<file path="config.mk">
export PLATFORM = sky130hd
export DESIGN_NAME = merge2_rr
export DESIGN_NICKNAME = d
export VERILOG_FILES = /design/src/rtl/merge2_rr.sv
export SDC_FILE = /design/constraint.sdc
export NUM_CORES = 1
export LEC_CHECK = 0
export BUFFER_PORTS_ARGS = -buffer_cell sky130_fd_sc_hd__buf_2
export CAP_MARGIN = 20
export CORE_MARGIN = 2
export CORE_UTILIZATION = 45
export CTS_BUF_LIST = sky130_fd_sc_hd__clkbuf_8
export CTS_CLUSTER_SIZE = 30
export DETAILED_ROUTE_END_ITERATION = 7
export MAX_ROUTING_LAYER = met4
export PLACE_DENSITY = 0.79
export SLEW_MARGIN = 10
export SYNTH_ARGS = -nofsm -noshare
export SYNTH_HDL_FRONTEND = slang
export SYNTH_SLANG_ARGS = --single-unit
export TNS_END_PERCENT = 5
</file>
<file path="constraint.sdc">
create_clock -name clk -period 1.3 [get_ports clk]
set_input_delay 0 -clock clk [delete_from_list [all_inputs] [get_ports clk]]
set_output_delay 0 -clock clk [all_outputs]
set_load 0.005 [all_outputs]
</file>
<file path="src/rtl/merge2_rr.sv">
// merge2_rr: two-channel round-robin stream merger feeding a one-entry
// registered output stage. Drives the mux2-style select for in*_data.
module merge2_rr #(
   parameter int WIDTH = 8
) (
   input  logic             clk,
   input  logic             rst_n,
   input  logic             in0_valid,
   input  logic [WIDTH-1:0] in0_data,
   output logic             in0_ready,
   input  logic             in1_valid,
   input  logic [WIDTH-1:0] in1_data,
   output logic             in1_ready,
   output logic             sel,
   output logic             out_valid,
   output logic [WIDTH-1:0] out_data,
   input  logic             out_ready
);

   localparam logic EMPTY = 1'b0;
   localparam logic FULL  = 1'b1;

   logic state;
   logic last;
   logic load_en;
   logic accept;

   // Grant: a lone requester wins; otherwise the channel not served last.
   always_comb begin
      sel = ~last;
      if (in0_valid && !in1_valid)
         sel = 1'b0;
      else if (in1_valid && !in0_valid)
         sel = 1'b1;
   end

   // Output register can take a word when empty or being drained this cycle.
   always_comb begin
      load_en   = (state == EMPTY) | out_ready;
      in0_ready = rst_n & load_en & ~sel;
      in1_ready = rst_n & load_en & sel;
      accept    = (in0_valid & in0_ready) | (in1_valid & in1_ready);
   end

   assign out_valid = (state == FULL);

   // Capture the granted word; remember who was served for round-robin.
   always_ff @(posedge clk or negedge rst_n) begin
      if (!rst_n) begin
         state    <= EMPTY;
         out_data <= '0;
         last     <= 1'b1;
      end else if (accept) begin
         state    <= FULL;
         out_data <= sel ? in1_data : in0_data;
         last     <= sel;
      end else if (out_ready) begin
         state    <= EMPTY;
      end
   end

endmodule

</file>
==> impl_metrics.ini, run 1 <==
[clocking]
clk_pin_slew_ns = 0.05
clk_path_buf_depth = 2
clock-sinks = 10
cts_tree = done
htree_levels = 1
cts_buffers = 3
cts_root_buf = clkbuf_8
clk_latency_ns = 0.24

[global_route]
grt_pass1_vias = 673
grt_pass1_wl_mm = 2.97
grt_overflow_total = 0
grt_max_degree = 14
grt_antenna_before_repair = 0
track_usage_pct = 22.8

[drt]
wl_met1_um = 750
drc = 0
route.met2.wl_um = 962
drt-total-wl_mm = 1.80
vias = 678
top_layer_used = met4
drtPass1Iterations = 4
ant_nets = 0
via_per_inst = 5.84
wl_met3_um = 77
wl_per_cell_um = 15.5
drt-initial-drc-count = 17

[final_layout]
drive_gt1_share_pct = 57.4
final_cell_area_um2 = 931
finish.utilization_pct = 70.7
fillCellCount = 109
synthToLayoutAreaGrowth_pct = 44.7
finalNonFillerCells = 116
final_nets = 123
num_antenna_cells = 0

[flow_run]
cap_violations = 0

[worst_hold_path]
hold_class = primary input to flip-flop

[setup_path]
arrival_ns = 1.31
required_ns = 1.30
critical_path.endpoint_type = output port
criticalPathCategory = flip-flop to output port
crit_fanout = 6
cp-start-kind = flip-flop

[timing]
fin_ws_ns = -0.00682
fin_crit_sh_pct = 101
hold_violations = 0
finalCriticalPeriod_ns = 1.31
setup_violations = 1
max_slew.worst_pin.slew_ns = 0.341
grt_setup_unrepaired = true
clock.fmax_mhz = 765
maxSlewViolCount = 0
fin_worst_skew_ns = 0.00567
max-slew-margin-rel_pct = 77.2

[synth]
avgSynthCellArea_um2 = 10.2
syn_area_um2 = 643
synthDominantCellAreaShare_pct = 35.0
synthCells = 63
synth_top_area_cell = dfrtp_1
synthTopCellsByArea = dfrtp_1 (35%), a31oi_2 (14%), o211ai_1 (9.3%)
synth-seq-cells = 10
yosysWarnings = 0
netlist-cell-type-count = 21
synth_fp_nets = 84
ys_seq_area_share_pct = 39.1

[power_and_ir_drop]
power_density_mw_per_mm2 = 1350
p_leak_nw = 0.409
peakVddDrop_v = 0.000869
power_mw = 1.26

[floorplan]
chipHeight_um = 41.8
core_region_area_mm2 = 0.00132
ios = 33
die_area_mm2 = 0.00175
dieWidth_um = 41.8
initial_core_util_pct = 48.8
num_rows = 13

[placed_design]
dp.cells = 108
pre_cts_ws_ns = 0.00699
place_area_um2 = 815
port-buffer-count = 32
globalplace.congestion = 0.872
place_hpwl_mm = 1.24

[outcome]
status = finished with violations
violations = negative setup slack
[area by class of cell]
cell class                 count  area, µm²  share of cell area [%]
clock buffer                   3       41.3                    4.44
clock inverter                 1       3.75                   0.403
multi-input combinational     46        378                    40.6
sequential                    10        251                    27.0
tap                           15       18.8                    2.02
timing repair buffer          41        238                    25.5
[critical path, cell delays in order (launching register included)]
cell and delay, ns:
dfstp_2 0.60, a21bo_4 0.17, o21ai_4 0.06, nor2b_4 0.12, buf_2 0.12
[timing repair]
item	in CTS	in global routing
hold buffers	1	0
setup endpoints to repair	7	8
resized for setup	5	4
setup buffers	3	0
pin swaps	1	15
endpoints found under the hold margin	10	0
[routing by layer]
layer / up-vias / track usage, %
li1: 325 / -
met2: 22 / 40.3
met4: 0 / 9.68
met5: - / -
met1: 329 / 25.6
met3: 2 / 2.61
[synthesized netlist by cell type]
cell,number
clkbuf_1,2
buf_2,3
o21ai_1,1
nor2_1,1
nor2b_1,1
buf_6,2
a31oi_2,7
and3_4,1
o211ai_1,8
o22a_1,1
nand3_1,9
and3_1,1
a31oi_4,1
a21bo_1,1
dfrtp_1,9
a31oi_1,8
nand2b_1,1
nand2_1,3
or2_1,1
o21bai_1,1
dfstp_2,1
[path summary, 6_finish.rpt]
check	from	depth (start not counted)	slack, ns	to
hold / removal	in1_data[7]	3	0.06	out_data[7]
max in group asynchronous	rst_n	3	0.77	out_data[0]
min in group asynchronous	rst_n	2	0.14	out_data[1]
setup reg to reg	last	4	0.02	out_data[3]
hold reg to reg	out_data[0]	2	0.54	out_data[0]
setup / recovery	last	4	-0.007	in1_ready
[power by group]
part	internal [mW]	total, mW	switching [mW]	leakage, nW
Sequential	0.388	0.438	0.0494	0.112
Clock	0.207	0.336	0.129	0.0269
Combinational	0.244	0.481	0.237	0.270
[logic make-up after synthesis]
family / count (synthesis) / synth area share, %
AO/OA/AOI/OAI: 28 / 38.9
AND/OR/NAND/NOR: 18 / 15.0
flip-flops: 10 / 39.1
buffers and inverters: 7 / 7.00
[cells in the final DEF, fill, tap and decap left out]
master and instances:
a21bo_4 1, a31oi_1 8, a31oi_2 7, a31oi_4 1, and3_1 1, and3_4 1, buf_2 32, buf_4 6
buf_6 2, clkbuf_8 3, dfrtp_1 9, dfstp_2 1, dlygate4sd3_1 1, inv_1 1, nand2_1 2, nand2_2 1
nand2b_1 1, nand3_1 9, nor2_1 1, nor2b_4 1, o211ai_1 8, o21ai_4 1, o21bai_2 1, o22a_1 1
or2_1 1
[sequential cells by signal, indices dropped and copies added (netlist names)]
name       cells
last           1
out_valid      1
out_data       8
[per-stage QoR]
stage	setup TNS, ns	hold slack [ns]
after floorplan	0	-0.296
after global placement	0	-0.154
after detailed placement	0	-0.153
after CTS	0	0.0516
after global routing	-0.0752	0.0564
final	-0.00682	0.0566
No activity file was read; power rests on OpenSTA's default activity.
==> run 2: changes to the inputs <==
Settings changed: REMOVE_ABC_BUFFERS set to 1.
==> run 2 against run 1 <==
Wire length down 9.4%; the run still ends with negative setup slack left; clock-buffer cell count up 1; utilization down 2.1 points; worst hold slack worse by 0.0097 ns; clock power up 19%; register-to-register slack better by 0.03 ns; combinational power down 7.9%; flip-flop and latch count unchanged; total power up 1.6%; sequential power down 1%; first-iteration DRC count down 29%; largest power group unchanged; non-clock buffer count down 3.
==> impl_metrics.ini, run 2 (synthesized netlist as in run 1, its figures left out) <==
[final_layout]
final_common_cell = buf_2
final_nets = 120
num_antenna_cells = 0
final_cell_mix = buf_2 (31), nand3_1 (9), dfrtp_1 (9), o211ai_1 (8), a31oi_1 (8)
largest_reg_flops = 8
drive_gt1_share_pct = 55.1
largest-register = out_data
fillCellCount = 118
synthToLayoutAreaGrowth_pct = 40.5

[placed_design]
port-buffer-count = 32
globalplace.congestion = 0.791
place_hpwl_mm = 1.13
pre_cts_ws_ns = -0.0405

[timing]
fin_worst_skew_ns = 0.00164
clock.fmax_mhz = 767
hold_violations = 0
finalCriticalPeriod_ns = 1.30
fin_crit_sh_pct = 100
maxSlewViolCount = 0
fin_ws_ns = -0.00438
max_slew.worst_pin.slew_ns = 0.355
max-slew-margin-rel_pct = 76.3
setup_violations = 1
grt_setup_unrepaired = true

[power_and_ir_drop]
power_density_mw_per_mm2 = 1410
switchingPower_mw = 0.399
p_leak_nw = 0.393
p_sw_share_pct = 31.3
clockPowerShare_pct = 31.4
peakVddDrop_v = 0.000666
power_mw = 1.28
combPwrFrac_pct = 34.7
seq_power_share_pct = 33.9
p_int_mw = 0.877

[floorplan]
num_rows = 13
die_area_mm2 = 0.00175
core_region_area_mm2 = 0.00132
dieWidth_um = 41.8
ios = 33
chipHeight_um = 41.8
initial_core_util_pct = 48.8

[drt]
drtPass1Iterations = 4
ant_nets = 0
wl_per_cell_um = 14.5
drt-total-wl_mm = 1.63
vias = 637
via_per_inst = 5.64
drc = 0
drt-initial-drc-count = 12

[clocking]
clk_path_buf_depth = 2
clk_latency_ns = 0.24
clock-sinks = 10
cts_buffers = 3
htree_levels = 1
clk_pin_slew_ns = 0.05
cts_tree = done
cts_root_buf = clkbuf_8

[worst_hold_path]
hold_class = primary input to flip-flop

[setup_path]
crit_fanout = 5
cpPeakStageDelay_ns = 0.59
crit_chain = a21bo_4 -> o21ai_2 -> nor2b_1 -> buf_2
cp_slowest_cell = dfstp_2
critPathBufInv = 1
cp-start-kind = flip-flop
criticalPathCategory = flip-flop to output port
critical_path.endpoint_type = output port
crit_family = flip-flops
required_ns = 1.30
arrival_ns = 1.30

[global_route]
grt_pass1_wl_mm = 2.77
track_usage_pct = 21.7
grt_pass1_vias = 632
grt_overflow_total = 0
grt_antenna_before_repair = 0
grt_max_degree = 21

[outcome]
status = finished with violations
violations = negative setup slack

[flow_run]
cap_violations = 0
run 2: through the flow:
| stage | instance area [µm²] | cells | hold WS, ns | utilization, % | setup TNS [ns] |
|---|---|---|---|---|---|
| detailed placement | 800 | 106 | -0.0779 | 60.7 | -0.168 |
| global placement | 800 | 106 | -0.0914 | 60.7 | 0 |
| finish | 903 | 113 | 0.0469 | 68.6 | -0.00438 |
| global route | 903 | 113 | 0.0594 | 68.6 | -0.0963 |
| CTS | 890 | 113 | 0.0468 | 67.5 | 0 |
| floorplan | 598 | 56 | -0.296 | - | 0 |
run 2: metal layers:
layer | GRT usage (%) | part of all wire, % | vias up
met3 | 3.91 | 4.4 | 4
met5 | - | 0 | -
li1 | - | - | 317
met4 | 13.5 | 2.2 | 0
met2 | 33.8 | 52 | 23
met1 | 25.7 | 42 | 293
run 2: power by group through the flow:
stage | clock [mW] | combinational, mW | sequential [mW]
floorplan | 0 | 0.209 | 0.452
global placement | 0 | 0.384 | 0.435
detailed placement | 0 | 0.392 | 0.442
CTS | 0.404 | 0.429 | 0.430
global route | 0.420 | 0.492 | 0.441
finish | 0.401 | 0.443 | 0.432
run 2: area by class of cell:
type	instances	area, µm²	share of cell area (%)
Tap cell	15	18.8	2.08
Multi-Input combinational cell	46	360	39.9
Timing Repair Buffer	38	218	24.1
Clock buffer	4	55.1	6.09
Sequential cell	10	251	27.8
run 2: worst reg2reg max path, cell delays in order, from the launching register on:
cell	delay [ns]
dfstp_2	0.59
a21bo_4	0.16
buf_6	0.12
o211ai_1	0.12
a31oi_2	0.19
run 2: worst paths after layout:
check                                 start           to  cells after the start  slack (ns)
worst max-delay path                   last    in1_ready                      4      -0.004
worst min-delay path            in1_data[4]  out_data[4]                      3        0.05
worst max register to register         last  out_data[0]                      4        0.05
worst min register to register  out_data[3]  out_data[3]                      2        0.55
max in group asynchronous             rst_n         last                      3        0.67
min in group asynchronous             rst_n  out_data[7]                      2        0.22
run 2: timing repair:
action	CTS	global route
setup buffers	2	0
resized for setup	3	4
setup endpoints to repair	11	10
hold buffers	1	0
pin swaps	1	4
hold endpoints to repair	9	0
